--- config.mk ---
export PLATFORM = sky130hd
export DESIGN_NAME = hazard_stall_unit
export DESIGN_NICKNAME = d
export VERILOG_FILES = /design/src/rtl/hazard_stall_unit.sv
export SDC_FILE = /design/constraint.sdc
export NUM_CORES = 1
export LEC_CHECK = 0
export ABC_AREA = 1
export CORE_MARGIN = 4
export CORE_UTILIZATION = 50
export CTS_CLUSTER_DIAMETER = 50
export DETAILED_ROUTE_END_ITERATION = 8
export GPL_TIMING_DRIVEN = 0
export PLACE_DENSITY = 0.78
export RECOVER_POWER = 50
export SYNTH_ARGS = -nofsm -noshare
export SYNTH_HDL_FRONTEND = slang
export SYNTH_SLANG_ARGS = --single-unit
export TNS_END_PERCENT = 10
--- constraint.sdc ---
create_clock -name clk_i -period 2.15 [get_ports clk_i]
set_input_delay 0.3225 -clock clk_i [delete_from_list [all_inputs] [get_ports clk_i]]
set_output_delay 0.3225 -clock clk_i [all_outputs]
set_load 0.05 [all_outputs]
--- src/rtl/hazard_stall_unit.sv ---
// Stall/flush controller beside the ID stage: load-use bubbles, data-memory
// wait holds with a req/ready handshake, branch flush, stall counting, timeout.
module hazard_stall_unit #(
  parameter int unsigned TIMEOUT = 256
) (
  input  logic        clk_i,
  input  logic        rst_i,
  input  logic [4:0]  ID_rs1_i,
  input  logic [4:0]  ID_rs2_i,
  input  logic        ID_uses_rs2_i,
  input  logic        EX_memread_i,
  input  logic [4:0]  EX_rd_i,
  input  logic        MEM_memread_i,
  input  logic        MEM_memwrite_i,
  input  logic        dmem_ready_i,
  input  logic        branch_taken_i,
  output logic        dmem_req_o,
  output logic        PC_write_o,
  output logic        IFID_write_o,
  output logic        IFID_flush_o,
  output logic        IDEX_flush_o,
  output logic        pipe_hold_o,
  output logic        error_o,
  output logic [15:0] stall_cnt_o
);

  localparam int unsigned WAIT_W  = 16;
  localparam int unsigned STALL_W = 16;
  localparam logic [WAIT_W-1:0]  WAIT_LIMIT = WAIT_W'(TIMEOUT);
  localparam logic [STALL_W-1:0] STALL_MAX  = {STALL_W{1'b1}};

  typedef enum logic [1:0] {
    ST_RUN      = 2'd0,
    ST_MEM_WAIT = 2'd1,
    ST_ERROR    = 2'd2
  } state_t;

  state_t              state;
  state_t              state_nxt;
  logic [WAIT_W-1:0]   wait_cnt;
  logic [WAIT_W-1:0]   wait_cnt_nxt;
  logic [STALL_W-1:0]  stall_cnt;

  logic memacc;
  logic loaduse;
  logic memstall;

  assign memacc = MEM_memread_i | MEM_memwrite_i;

  // A load in EX whose rd is a live source of the ID instruction cannot be forwarded in time.
  assign loaduse = EX_memread_i && (EX_rd_i != 5'd0) &&
                   ((EX_rd_i == ID_rs1_i) || (ID_uses_rs2_i && (EX_rd_i == ID_rs2_i)));

  assign memstall = ((state == ST_RUN) && memacc && !dmem_ready_i) ||
                    ((state == ST_MEM_WAIT) && !dmem_ready_i) ||
                    (state == ST_ERROR);

  // State, wait counter and stall counter registers.
  always_ff @(posedge clk_i) begin
    if (rst_i) begin
      state     <= ST_RUN;
      wait_cnt  <= '0;
      stall_cnt <= '0;
    end else begin
      state    <= state_nxt;
      wait_cnt <= wait_cnt_nxt;
      if (!PC_write_o && (stall_cnt != STALL_MAX)) begin
        stall_cnt <= stall_cnt + STALL_W'(1);
      end
    end
  end

  // Next-state and wait-counter logic.
  always_comb begin
    state_nxt    = state;
    wait_cnt_nxt = wait_cnt;
    case (state)
      ST_RUN: begin
        if (memacc && !dmem_ready_i) begin
          state_nxt    = ST_MEM_WAIT;
          wait_cnt_nxt = WAIT_W'(1);
        end
      end
      ST_MEM_WAIT: begin
        if (dmem_ready_i) begin
          state_nxt    = ST_RUN;
          wait_cnt_nxt = '0;
        end else if (wait_cnt >= WAIT_LIMIT) begin
          state_nxt = ST_ERROR;
        end else begin
          wait_cnt_nxt = wait_cnt + WAIT_W'(1);
        end
      end
      ST_ERROR: begin
        state_nxt = ST_ERROR;
      end
      default: begin
        state_nxt    = ST_RUN;
        wait_cnt_nxt = '0;
      end
    endcase
  end

  // Output decode: memory hold beats the load-use bubble, which beats the branch flush.
  always_comb begin
    dmem_req_o   = 1'b0;
    PC_write_o   = 1'b1;
    IFID_write_o = 1'b1;
    IFID_flush_o = 1'b0;
    IDEX_flush_o = 1'b0;
    pipe_hold_o  = 1'b0;
    error_o      = 1'b0;
    stall_cnt_o  = '0;
    if (!rst_i) begin
      dmem_req_o  = ((state == ST_RUN) && memacc) || (state == ST_MEM_WAIT);
      error_o     = (state == ST_ERROR);
      stall_cnt_o = stall_cnt;
      if (memstall) begin
        pipe_hold_o  = 1'b1;
        PC_write_o   = 1'b0;
        IFID_write_o = 1'b0;
      end else if (loaduse) begin
        PC_write_o   = 1'b0;
        IFID_write_o = 1'b0;
        IDEX_flush_o = 1'b1;
      end else begin
        IFID_flush_o = branch_taken_i;
      end
    end
  end

endmodule

==> metrics.md <==
| Metric | Value |
|---|---|
| Status | `complete, but fails checks` |
| Violated checks | `negative setup slack` |
| Synth Register Bits | `34` |
| # port buffers | `45` |
| Filler cells | `396` |
| Slowest Stage Delay on Critical Path | `0.54 ns` |
| Post-Syn Area per Cell | `6.12 µm²` |
| Mapped Cells | `362` |
| I/O pins | `46` |
| DRT Pass-1 Iters | `5` |
| FP Rows | `23` |
| Ys flop type | `dfxtp_1` |
| Clock slew at reported path FFs | `0.07 ns` |
| Root Buffer | `clkbuf_8` |
| Psw | `410 µW` |
| Warnings, synthesis | `0` |
| Type of the tightest min-delay check | `reg2reg` |
| Post-synthesis sequential area ratio | `30.7%` |
| 1st-iter DRT viols | `128` |
| Startpoint types | `input port` |
| Top Metal Used | `met4` |
| Grt ovf | `0` |
| Post-synthesis async set-or-reset flop share | `0%` |
| Clk_skew | `0.00386 ns` |
| First-pass GRT wire length | `8760 µm` |
| CTS tree | `yes` |
| Core Region | `4140 µm²` |
| Routed WL | `5250 µm` |
| # DRC | `0` |
| CP Capture Type | `primary output` |
| Crit path max-delay family | `buffers and inverters` |
| Clock Power Share | `35.2%` |
| Number of flops mapped to enable cells by yosys | `0` |
| Via-to-Cell Ratio | `5.03` |
| Die area | `5560 µm²` |
| Setup_tns | `-0.115 ns` |
| Most common cell after layout, fill and taps aside | `nand2_1` |
| Max Clk Rate | `457 MHz` |
| GPL Wtd Cong | `0.936` |
| Design area | `2840 µm²` |
| Starting Density | `53.5%` |
| H-tree levels | `2` |
| TritonCTS Buffers | `5` |
| Die X | `74.6 µm` |
| Critical Path AT | `1.87 ns` |
| Net Sw Frac | `29.0%` |
| Yosys cell types | `34` |
| Hold Fails Final Rpt | `0` |
| Place WS | `-0.773 ns` |
| Metal-1 WL | `2470 µm` |
| Antenna Cells | `0` |
| Final total power | `1.41 mW` |
| DR WL met3 | `356 µm` |
| Required @ worst endpoint | `1.83 ns` |
| Antenna-violating nets left | `0` |
| Vias in the first global route | `2128` |
| Logic gate share of total power | `18.8%` |
| Worst R2R Setup Slack | `0.43 ns` |
| WS Path Type | `in2out` |
| Slowest CP cell | `dlygate4sd2_1` |
| Nets | `440` |
| Crit path from | `MEM_memwrite_i` |
| Seq pwr share | `46.0%` |
| Lkg Pwr | `1.36 nW` |
| Initial antenna violation count | `0` |
| Most frequent cells in the layout | `90 x nand2_1, 66 x nor2_1, 61 x inv_1` |
| Setup ws final | `-0.0393 ns` |
| Largest net degree at the start of global routing | `11` |
| Hold path startpoint | `wait_cnt[13]$_SDFFE_PP0P_` |
| Die extent in y | `74.6 µm` |
| Worst-Margin Slew | `0.575 ns` |
| Max-Slew Margin vs Limit | `61.7%` |
| Total track usage | `20.1%` |
| RSZ-0062 raised after global routing | `yes` |
| Clock Latency Late Sink | `0.29 ns` |
| Pwr dens | `498 nW/µm²` |
| Reg-to-Reg Start | `stall_cnt[1]$_SDFFE_PP0P_` |
| Peak VDD IR | `0.313 mV` |
| P&R area growth vs syn | `28.2%` |
| Area after DPL | `2740 µm²` |
| Max-slew violations | `0` |
| Max Buffers Root-to-Sink | `2` |
| Mapped Area | `2220 µm²` |
| Hpwl dp | `4000 µm` |
| TritonCTS Sinks | `34` |
| Min Tclk post-route | `2.19 ns` |
| Fin crit share | `102%` |
| Final setup violation count | `4` |
| Buf/Inv on CP | `2` |
| Layout cells sized above 1 | `14.9%` |
| Internal power | `1.01 mW` |
| Via count | `2340` |
| Max Fanout on Critical Path | `3` |
| Most frequent CP cell | `nor2_1` |
| Met2 WL | `2330 µm` |
| Worst-path cell chain | `clkdlybuf4s50_1, nor2_1, a21oi_1, a21oi_4, nor2_1, dlygate4sd2_1` |
| Mapped Nets | `388` |
| Max-cap violations | `0` |
| Average wire per standard cell | `11.3 µm` |
synthesized netlist by cell type, drive strengths merged, types with 2 or more instances:
cell type,instances,area (µm²)
xnor2,2,17.5
o21ai,10,61.3
nand4,9,62.6
a21oi,15,93.8
inv,66,248
dfxtp,34,681
nand3,25,130
clkbuf,3,11.3
buf,7,62.6
nor2,72,295
nor3,10,50.1
ha,3,37.5
o21a,2,15.0
nand2,97,399
power groups by stage:
stage | combinational (mW) | sequential (mW) | clock (mW)
final | 0.266 | 0.651 | 0.498
after detailed placement | 0.268 | 0.665 | 0
after global routing | 0.291 | 0.652 | 0.532
after floorplan | 0.173 | 0.663 | 0
after CTS | 0.269 | 0.650 | 0.505
after global placement | 0.265 | 0.665 | 0
logic make-up (layout without fill, tap and decap cells):
group / after synthesis / count (layout) / share of synthesized area [%]
buf+inv: 77 / 130 / 14.7
compound gates: 29 / 29 / 8.41
flops: 34 / 34 / 30.7
xor+xnor: 3 / 3 / 1.19
simple gates: 216 / 216 / 43.3
fa+ha+maj: 3 / 3 / 1.69
metal layers:
layer | track usage (%) | up-vias
met2 | 33.5 | 72
li1 | - | 1210
met4 | 9.09 | 0
met5 | 0 | -
met3 | 3.38 | 10
met1 | 25.3 | 1048
worst paths after layout:
check | endpoint | cells past startpoint
max | pipe_hold_o | 6
min | wait_cnt[13]$_SDFFE_PP0P_ | 2
max reg2reg | stall_cnt[13]$_SDFFE_PP0P_ | 10
min reg2reg | wait_cnt[13]$_SDFFE_PP0P_ | 2
flip-flops by register name, indices dropped and copies added (netlist names):
name / count
stall_cnt: 16
state: 2
wait_cnt: 16
tightest hold or removal path: cells and delay by family (launching register included):
| family | cells | cell delay, ns |
|---|---|---|
| flops | 1 | 0.31 |
| simple gates | 2 | 0.09 |
per-stage QoR:
| step | utilization, % | hold slack [ns] | cells |
|---|---|---|---|
| after CTS | 68.3 | 0.445 | 466 |
| after floorplan | - | 0.417 | 362 |
| after detailed placement | 66.0 | 0.434 | 457 |
| final | 68.6 | 0.441 | 465 |
| after global routing | 68.6 | 0.469 | 465 |
| after global placement | 66.0 | 0.424 | 457 |
repair_timing:
action | 4_1_cts | 5_1_grt
endpoints found under the setup margin | 22 | 21
pin swaps | 1 | 2
hold buffers | 0 | 0
gates resized for setup | 68 | 17
endpoints found under the hold margin | 0 | 0
buffers inserted | 1 | 0
cell type report:
cell class	instances	area, µm²	area share [%]
timing repair buffer	46	464	16.3
inverter	67	253	8.89
clock inverter	1	5.00	0.176
clock buffer	7	86.3	3.04
multi-input combinational	251	1220	42.9
sequential	34	681	23.9
tap	50	62.6	2.20
buffer	9	71.3	2.51
(Power assumes the default switching activity.)
